### src/rtl/uart_config_sequencer.sv
// uart_config_sequencer
//   Master-side sequencer that pushes a new frame format (data width, stop
//   bits, parity) to the remote UART. It sends one packet per setting and
//   then END_CONFIGURATION. After each packet it waits for ACKN_PKT and
//   resends the packet on a timeout or on a wrong reply byte.
//
// Ports
//   clk_i, rst_i       clock, asynchronous active-high reset
//   start_i, config_i  start request; config_i is {data_width, stop_bits, parity_mode}
//   tx_data_o/tx_req_o/tx_ack_i   packet byte handshake towards the TX path
//   rx_data_i/rx_valid_i          reply bytes from the RX path
//   busy_o, done_o, fail_o        sequence status (done/fail are one-cycle pulses)
//   active_config_o               configuration currently in force on the link
//
// State table
//   IDLE     | waiting for start_i
//   CHECK    | reject a reserved stop-bit setting before anything is sent
//   SEND     | present the current packet until the TX path accepts it
//   WAIT_ACK | wait for ACKN_PKT; a wrong byte or a timeout triggers a resend
//   DONE     | every packet acknowledged; commit the new configuration
//   FAIL     | reserved setting or retries exhausted; keep the old configuration
module uart_config_sequencer #(
  parameter int unsigned TIMEOUT_CYCLES = 5_000_000,
  parameter int unsigned MAX_RETRY      = 3
) (
  input  logic       clk_i,
  input  logic       rst_i,
  input  logic       start_i,
  input  logic [5:0] config_i,
  output logic [7:0] tx_data_o,
  output logic       tx_req_o,
  input  logic       tx_ack_i,
  input  logic [7:0] rx_data_i,
  input  logic       rx_valid_i,
  output logic       busy_o,
  output logic       done_o,
  output logic       fail_o,
  output logic [5:0] active_config_o
);

  typedef struct packed {
    logic [1:0] data_width;
    logic [1:0] stop_bits;
    logic [1:0] parity_mode;
  } uart_config_s;

  typedef enum logic [2:0] {
    IDLE, CHECK, SEND, WAIT_ACK, DONE, FAIL
  } state_e;

  localparam int TIMER_W = $clog2(TIMEOUT_CYCLES + 1);
  localparam int RETRY_W = (MAX_RETRY > 0) ? $clog2(MAX_RETRY + 1) : 1;

  localparam logic [5:0]         STD_CONFIG        = 6'b11_11_01;
  localparam logic [1:0]         SB_RESERVED       = 2'b10;
  localparam logic [1:0]         DATA_WIDTH_ID     = 2'b01;
  localparam logic [1:0]         STOP_BITS_ID      = 2'b10;
  localparam logic [1:0]         PARITY_MODE_ID    = 2'b11;
  localparam logic [7:0]         END_CONFIGURATION = 8'h00;
  localparam logic [7:0]         ACKN_PKT          = 8'hFF;
  localparam logic [1:0]         LAST_STEP         = 2'd3;
  localparam logic [TIMER_W-1:0] TIMER_LAST        = TIMER_W'(TIMEOUT_CYCLES - 1);
  localparam logic [TIMER_W-1:0] TIMER_SAT         = {TIMER_W{1'b1}};
  localparam logic [RETRY_W-1:0] RETRY_LIMIT       = RETRY_W'(MAX_RETRY);

  function automatic logic [7:0] assemble_packet(input logic [1:0] id, input logic [1:0] opt);
    return {4'b0000, opt, id};
  endfunction

  state_e             state_q, state_d;
  uart_config_s       cfg_q, cfg_d;
  logic [1:0]         step_q, step_d;
  logic [RETRY_W-1:0] retry_q, retry_d;
  logic [TIMER_W-1:0] timer_q, timer_d;
  logic [5:0]         active_q, active_d;
  logic [7:0]         packet;

  always_ff @(posedge clk_i or posedge rst_i) begin
    if (rst_i) begin
      state_q  <= IDLE;
      cfg_q    <= STD_CONFIG;
      step_q   <= '0;
      retry_q  <= '0;
      timer_q  <= '0;
      active_q <= STD_CONFIG;
    end else begin
      state_q  <= state_d;
      cfg_q    <= cfg_d;
      step_q   <= step_d;
      retry_q  <= retry_d;
      timer_q  <= timer_d;
      active_q <= active_d;
    end
  end

  always_comb begin
    state_d  = state_q;
    cfg_d    = cfg_q;
    step_d   = step_q;
    retry_d  = retry_q;
    timer_d  = timer_q;
    active_d = active_q;
    case (state_q)
      IDLE: begin
        if (start_i) begin
          cfg_d   = uart_config_s'(config_i);
          step_d  = '0;
          retry_d = '0;
          state_d = CHECK;
        end
      end
      CHECK: begin
        state_d = (cfg_q.stop_bits == SB_RESERVED) ? FAIL : SEND;
      end
      SEND: begin
        if (tx_ack_i) begin
          timer_d = '0;
          state_d = WAIT_ACK;
        end
      end
      WAIT_ACK: begin
        if (timer_q != TIMER_SAT) timer_d = timer_q + 1'b1;
        // A good ack takes priority over a timeout landing in the same cycle.
        if (rx_valid_i && (rx_data_i == ACKN_PKT)) begin
          if (step_q == LAST_STEP) begin
            state_d = DONE;
          end else begin
            step_d  = step_q + 2'd1;
            retry_d = '0;
            state_d = SEND;
          end
        end else if (rx_valid_i || (timer_q == TIMER_LAST)) begin
          if (retry_q < RETRY_LIMIT) begin
            retry_d = retry_q + 1'b1;
            state_d = SEND;
          end else begin
            state_d = FAIL;
          end
        end
      end
      DONE: begin
        active_d = cfg_q;
        state_d  = IDLE;
      end
      FAIL: begin
        state_d = IDLE;
      end
      default: state_d = IDLE;
    endcase
  end

  always_comb begin
    packet = END_CONFIGURATION;
    case (step_q)
      2'd0:    packet = assemble_packet(DATA_WIDTH_ID, cfg_q.data_width);
      2'd1:    packet = assemble_packet(STOP_BITS_ID, cfg_q.stop_bits);
      2'd2:    packet = assemble_packet(PARITY_MODE_ID, cfg_q.parity_mode);
      default: packet = END_CONFIGURATION;
    endcase
  end

  assign tx_req_o        = (state_q == SEND);
  assign tx_data_o       = (state_q == SEND) ? packet : 8'h00;
  assign busy_o          = (state_q != IDLE);
  assign done_o          = (state_q == DONE);
  assign fail_o          = (state_q == FAIL);
  assign active_config_o = active_q;

endmodule

### config.mk
export PLATFORM = sky130hd
export DESIGN_NAME = uart_config_sequencer
export DESIGN_NICKNAME = d
export VERILOG_FILES = /design/src/rtl/uart_config_sequencer.sv
export SDC_FILE = /design/constraint.sdc
export NUM_CORES = 1
export LEC_CHECK = 0
export BUFFER_PORTS_ARGS = -buffer_cell sky130_fd_sc_hd__buf_2
export CAP_MARGIN = 0
export CORE_MARGIN = 3
export CORE_UTILIZATION = 60
export DETAILED_ROUTE_END_ITERATION = 10
export PLACE_DENSITY_LB_ADDON = 0.2
export SETUP_SLACK_MARGIN = 0.2
export SYNTH_ARGS = -nofsm -noshare
export SYNTH_HDL_FRONTEND = slang
export SYNTH_SLANG_ARGS = --single-unit
### constraint.sdc
create_clock -name clk_i -period 3.4 [get_ports clk_i]
set_input_delay 0.68 -clock clk_i [delete_from_list [all_inputs] [get_ports clk_i]]
set_output_delay 0.68 -clock clk_i [all_outputs]
set_load 0.05 [all_outputs]
; ---- Yosys cells after proc, flatten, opt, wreduce, memory -nomap -nowiden
; Cells that the tools add are included.
[totals]
regBits = 42
inputBits = 19
[classes]
n_reduce_logical = 12
n_eq_ne = 20
mux = 22
magnitude_cmp = 1
add_sub_neg = 3
[op_table]
columns = cell, count
row1 = two-way mux 23 bit, 2
row2 = one-hot mux 23 bit (2 select lines), 1
row3 = adder 23 x 1 -> 23 bit (second input constant), 1
row4 = equality test 23 bit (second input constant), 1
row5 = inequality test 23 bit (second input constant), 1
row6 = two-way mux 3 bit, 7
row7 = two-way mux 2 bit, 7
row8 = one-hot mux 3 bit (4 select lines), 1
row9 = one-hot mux 4 bit (3 select lines), 1
row10 = inequality test 3 bit (second input constant), 3
row11 = equality test 8 bit (second input constant), 1
row12 = two-way mux 8 bit, 1
row13 = inequality test 2 bit (second input constant), 4
row14 = one-hot mux 2 bit (2 select lines), 2
row15 = equality test 2 bit (second input constant), 3
row16 = equality test 3 x 2 -> 1 bit (second input constant), 2
row17 = equality test 3 bit (second input constant), 2
row18 = AND reduction 3 bit, 2
row19 = AND reduction 5 bit, 1
row20 = adder 2 x 1 -> 2 bit (second input constant), 2
row21 = AND reduction 4 bit, 1
row22 = nonzero test 2 bit, 2
row23 = equality test 3 x 1 -> 1 bit (second input constant), 1
row24 = zero test 3 bit, 1
row25 = 8 further kinds, 8

; ---- Depth between registers and ports, before layout
[depth]
ltp_word = 5
ltp_mapped = 7
depth_no_buf = 6

; ---- Worst setup path after synthesis
; No wires, ideal clock.
[synth_timing]
path_kind = reg-to-output
startpoint = register state_q[1]
endpoint = output tx_data_o[0]
path_slack_ps = 24
arrival_time_ps = 2696
t_required_ps = 2720
n_path_buf = 1
stages_incl_launch_ff = 6
cell_sequence = dfrtp_1 -> buf_2 -> inv_1 -> nor3_1 -> nand2b_1 -> nor2_1
[synth_between]
elab_chain_len = 2
[synth_rtl]
columns = item, line
row1 = "start, declared", 70  ; state_e state_q, state_d;
row2 = "start signal, assigned", 87  ; state_q <= state_d;
row3 = equality test 3 x 2 -> 1 bit, --
row4 = via tx_req_o, 31  ; output logic tx_req_o,
row5 = two-way mux 8 bit, 163  ; assign tx_data_o = (state_q == SEND) ? packet : 8'h00;
row6 = "end, declared", 30  ; output logic [7:0] tx_data_o,
; The timed path passes the listed nets, and every way through them passes these cells.

; ---- Final worst setup path
[layout_timing]
startpoint = register state_q[1]
endpoint = output tx_data_o[3]
[layout_between]
elab_chain_len = 2
[layout_rtl]
columns = item, line
row1 = equality test 3 x 2 -> 1 bit, 163
row2 = two-way mux 8 bit, 163
; Every way passes these cells.

==> flow_summary_export.csv <==
group,metric,value,unit
run_status,run_status,"finished clean",
hold_path,min-delay-path-class,"in2async",
cts,max-clock-path-buffers,2,
yosys,yosysMostFrequentCell,"sky130_fd_sc_hd__dfrtp_1",
timing,fin_crit_sh,73.3,%
yosys,syn_inst,254,
cts,clock_tree.root_cell,"sky130_fd_sc_hd__clkbuf_8",
run,cap_viol_max_count,0,
power_and_ir_drop,power_total,2.05,mW
timing,maxClockFrequency,401,MHz
timing,timing.final.hold_violations,0,
die,fp.dieH,69.9,µm
timing,finalWorstPathRequiredPeriod,2.49,ns
cts,cts.sinks,42,
grt,grt_antenna_before_repair,0,
place,place_worst_setup_slack,0.942,ns
die,fp.dieArea,4890,µm²
route,drt-initial-drc-count,286,
cts,tritoncts,"yes",
finish,final_layout_size_suffix_gt1_share,24.9,%
setup_path,start_kind,"flip-flop",
grt,grt.total_usage,25.2,%
timing,grt_setup_unrepaired,"no",
place,weighted_congestion_at_the_end_of_routability_driven_global_placement,0.859,
cts,clk_latency,0.30,ns
yosys,netlist.top_cell.by_area,"sky130_fd_sc_hd__dfrtp_1",
cts,clk_transition_reported_paths,0.08,ns
power_and_ir_drop,ir_drop,0.546,mV
route,vias_per_cell,6.61,
timing,slew_violations,0,
route,drt_first_pass_iters,5,
yosys,yosys_most_used_dff,"sky130_fd_sc_hd__dfrtp_1",
timing,fin_hold_ws,0.502,ns
power_and_ir_drop,leakage_power,1.21,nW
yosys,synth_largest_type_area_fraction,32.7,%
grt,grt_pass1_vias,2080,
cts,postcts_setup_bufs,0,
setup_path,timing.critical_path.required,2.72,ns
setup_path,worst-r2r-cell-count,6,
grt,grt-ovfl-total,0,
yosys,netlist_area,2450,µm²
setup_path,worst_ep_arrival_time,1.81,ns
cts,cts_resized,0,
yosys,synth_async_sr_flop_share,100,%
yosys,post_synth_edffs,0,
cts,cts_hold_buffers,0,
timing,finalSetupTns,0,ns
place,io_buf_count,32,
die,floorplan.rows,22,
timing,maxSlewHeadroom,42.9,%
die,starting_density,64.5,%
power_and_ir_drop,power.density_cell_area,751,nW/µm²
timing,tightest_slew,0.855,ns
route,route.final.wire_length,5780,µm
finish,nFillCells,295,
setup_path,critical_setup_path_kind,"reg2out",
setup_path,reg2reg_from,"timer_q[0]",
timing,timing.final.setup_violations,0,
finish,n_antenna_cell,0,
timing,finalClockSkew,0.0143,ns
finish,final_cells,333,
finish,final_net_count,310,
timing,final.setup.worst_slack,0.908,ns
cts,cts_inserted_buffers,5,
yosys,synth-seq-cells,42,
grt,grt_first_pass_wirelength,9980,µm
yosys,synthesis.area_per_instance,9.65,µm²
setup_path,path_max_fanout,9,
setup_path,critical_path.endpoint_type,"output port",
yosys,synth.yosys.seq_area_share,43.4,%
place,place_inst,325,
die,boundaryPins,37,
setup_path,worst_r2r_endpoint,"timer_q[22]",
setup_path,reg2reg_slack,1.03,ns
grt,pin_count_of_the_biggest_net_entering_global_routing,43,
die,dieWidth,69.9,µm
yosys,yosys_warnings,0,
cts,cts_htree_levels,2,
place,dpl.hpwl,4030,µm
yosys,synth_top_cells_by_count,"sky130_fd_sc_hd__dfrtp_1, sky130_fd_sc_hd__nand2_1, sky130_fd_sc_hd__o31ai_1",
yosys,synth.top_cells.by_area,"sky130_fd_sc_hd__dfrtp_1, sky130_fd_sc_hd__dfstp_2, sky130_fd_sc_hd__mux2_2",
route,detailroute.via_count,2200,
die,placeableCoreArea,3800,µm²
route,route.detailed.drc,0,
yosys,synth.lib_cells_used.distinct,51,
route,wire_length_per_cell_after_detailed_routing,17.4,µm
finish,layout-area-overhead-vs-synth,11.7,%
route,antenna_violating_nets_post_route,0,
where the power goes:
part,leakage [nW],switching [mW],total [mW],internal [mW]
clock,0.0524,0.171,0.391,0.220
sequential,0.541,0.116,0.760,0.644
combinational,0.618,0.612,0.903,0.291
metal layers:
| layer | GRT usage, % | vias to the layer above | routed length [µm] | share of wire, % |
|---|---|---|---|---|
| met5 | 0 | - | 0 | 0 |
| met4 | 7.87 | 0 | 81 | 1.4 |
| met3 | 4.89 | 11 | 458 | 7.9 |
| met2 | 39.6 | 114 | 2700 | 47 |
| met1 | 35.3 | 1052 | 2550 | 44 |
| li1 | - | 1023 | - | - |
through the flow:
stage          area [µm²]  util [%]
5_1_grt              2740      72.0
2_1_floorplan        2470         -
3_5_place_dp         2630      69.2
3_3_place_gp         2630      69.2
4_1_cts              2740      72.0
6_report             2740      72.0
cell type report:
| class | count | area, µm² | area share (%) |
|---|---|---|---|
| Clock inverter | 1 | 30.0 | 1.10 |
| Tap cell | 48 | 60.1 | 2.19 |
| Timing Repair Buffer | 37 | 198 | 7.22 |
| Clock buffer | 7 | 76.3 | 2.79 |
| Inverter | 8 | 30.0 | 1.10 |
| Multi-Input combinational cell | 190 | 1280 | 46.7 |
| Sequential cell | 42 | 1060 | 38.9 |
state kept, by name (all words and copies together), names as in the netlist:
register / cells
active_config_o: 6
retry_q: 2
cfg_q: 6
step_q: 2
timer_q: 23
state_q: 3
placed cells by master, fill, tap and decap left out, types with 7 or more instances in the layout:
cell type	n
sky130_fd_sc_hd__a31oi_1	8
sky130_fd_sc_hd__buf_2	32
sky130_fd_sc_hd__dfrtp_1	32
sky130_fd_sc_hd__dfstp_2	10
sky130_fd_sc_hd__ha_1	7
sky130_fd_sc_hd__inv_1	8
sky130_fd_sc_hd__mux2_2	13
sky130_fd_sc_hd__nand2_1	23
sky130_fd_sc_hd__nand3_1	11
sky130_fd_sc_hd__nand4_1	7
sky130_fd_sc_hd__nor2_1	11
sky130_fd_sc_hd__nor4_1	7
sky130_fd_sc_hd__o21ai_0	15
sky130_fd_sc_hd__o31ai_1	18
worst max-delay path: stages (launching register included):
cell	delay (ns)
sky130_fd_sc_hd__dfrtp_1	0.48
sky130_fd_sc_hd__inv_1	0.18
sky130_fd_sc_hd__nor3_2	0.32
sky130_fd_sc_hd__nand2b_1	0.15
sky130_fd_sc_hd__nor2_1	0.12
sky130_fd_sc_hd__buf_2	0.26
worst max-delay path by stage:
stage	start	to	slack [ns]	cells past startpoint
after floorplan	state_q[1]	tx_data_o[0]	0.53	5
after global placement	rx_valid_i	retry_q[1]	0.97	6
after detailed placement	rx_data_i[7]	retry_q[1]	0.94	6
after CTS	state_q[1]	tx_data_o[3]	0.91	5
after global routing	state_q[1]	tx_data_o[2]	0.73	5
final	state_q[1]	tx_data_o[3]	0.91	5
logic make-up after synthesis:
group / after synthesis / share of synthesized area (%)
xor+xnor: 2 / 0.715
fa+ha+maj: 7 / 3.57
mux: 15 / 6.84
buf+inv: 25 / 5.06
simple gates: 90 / 19.6
compound gates: 72 / 20.7
flops: 42 / 43.4
other cells: 1 / 0.153
(Power assumes the default switching activity.)
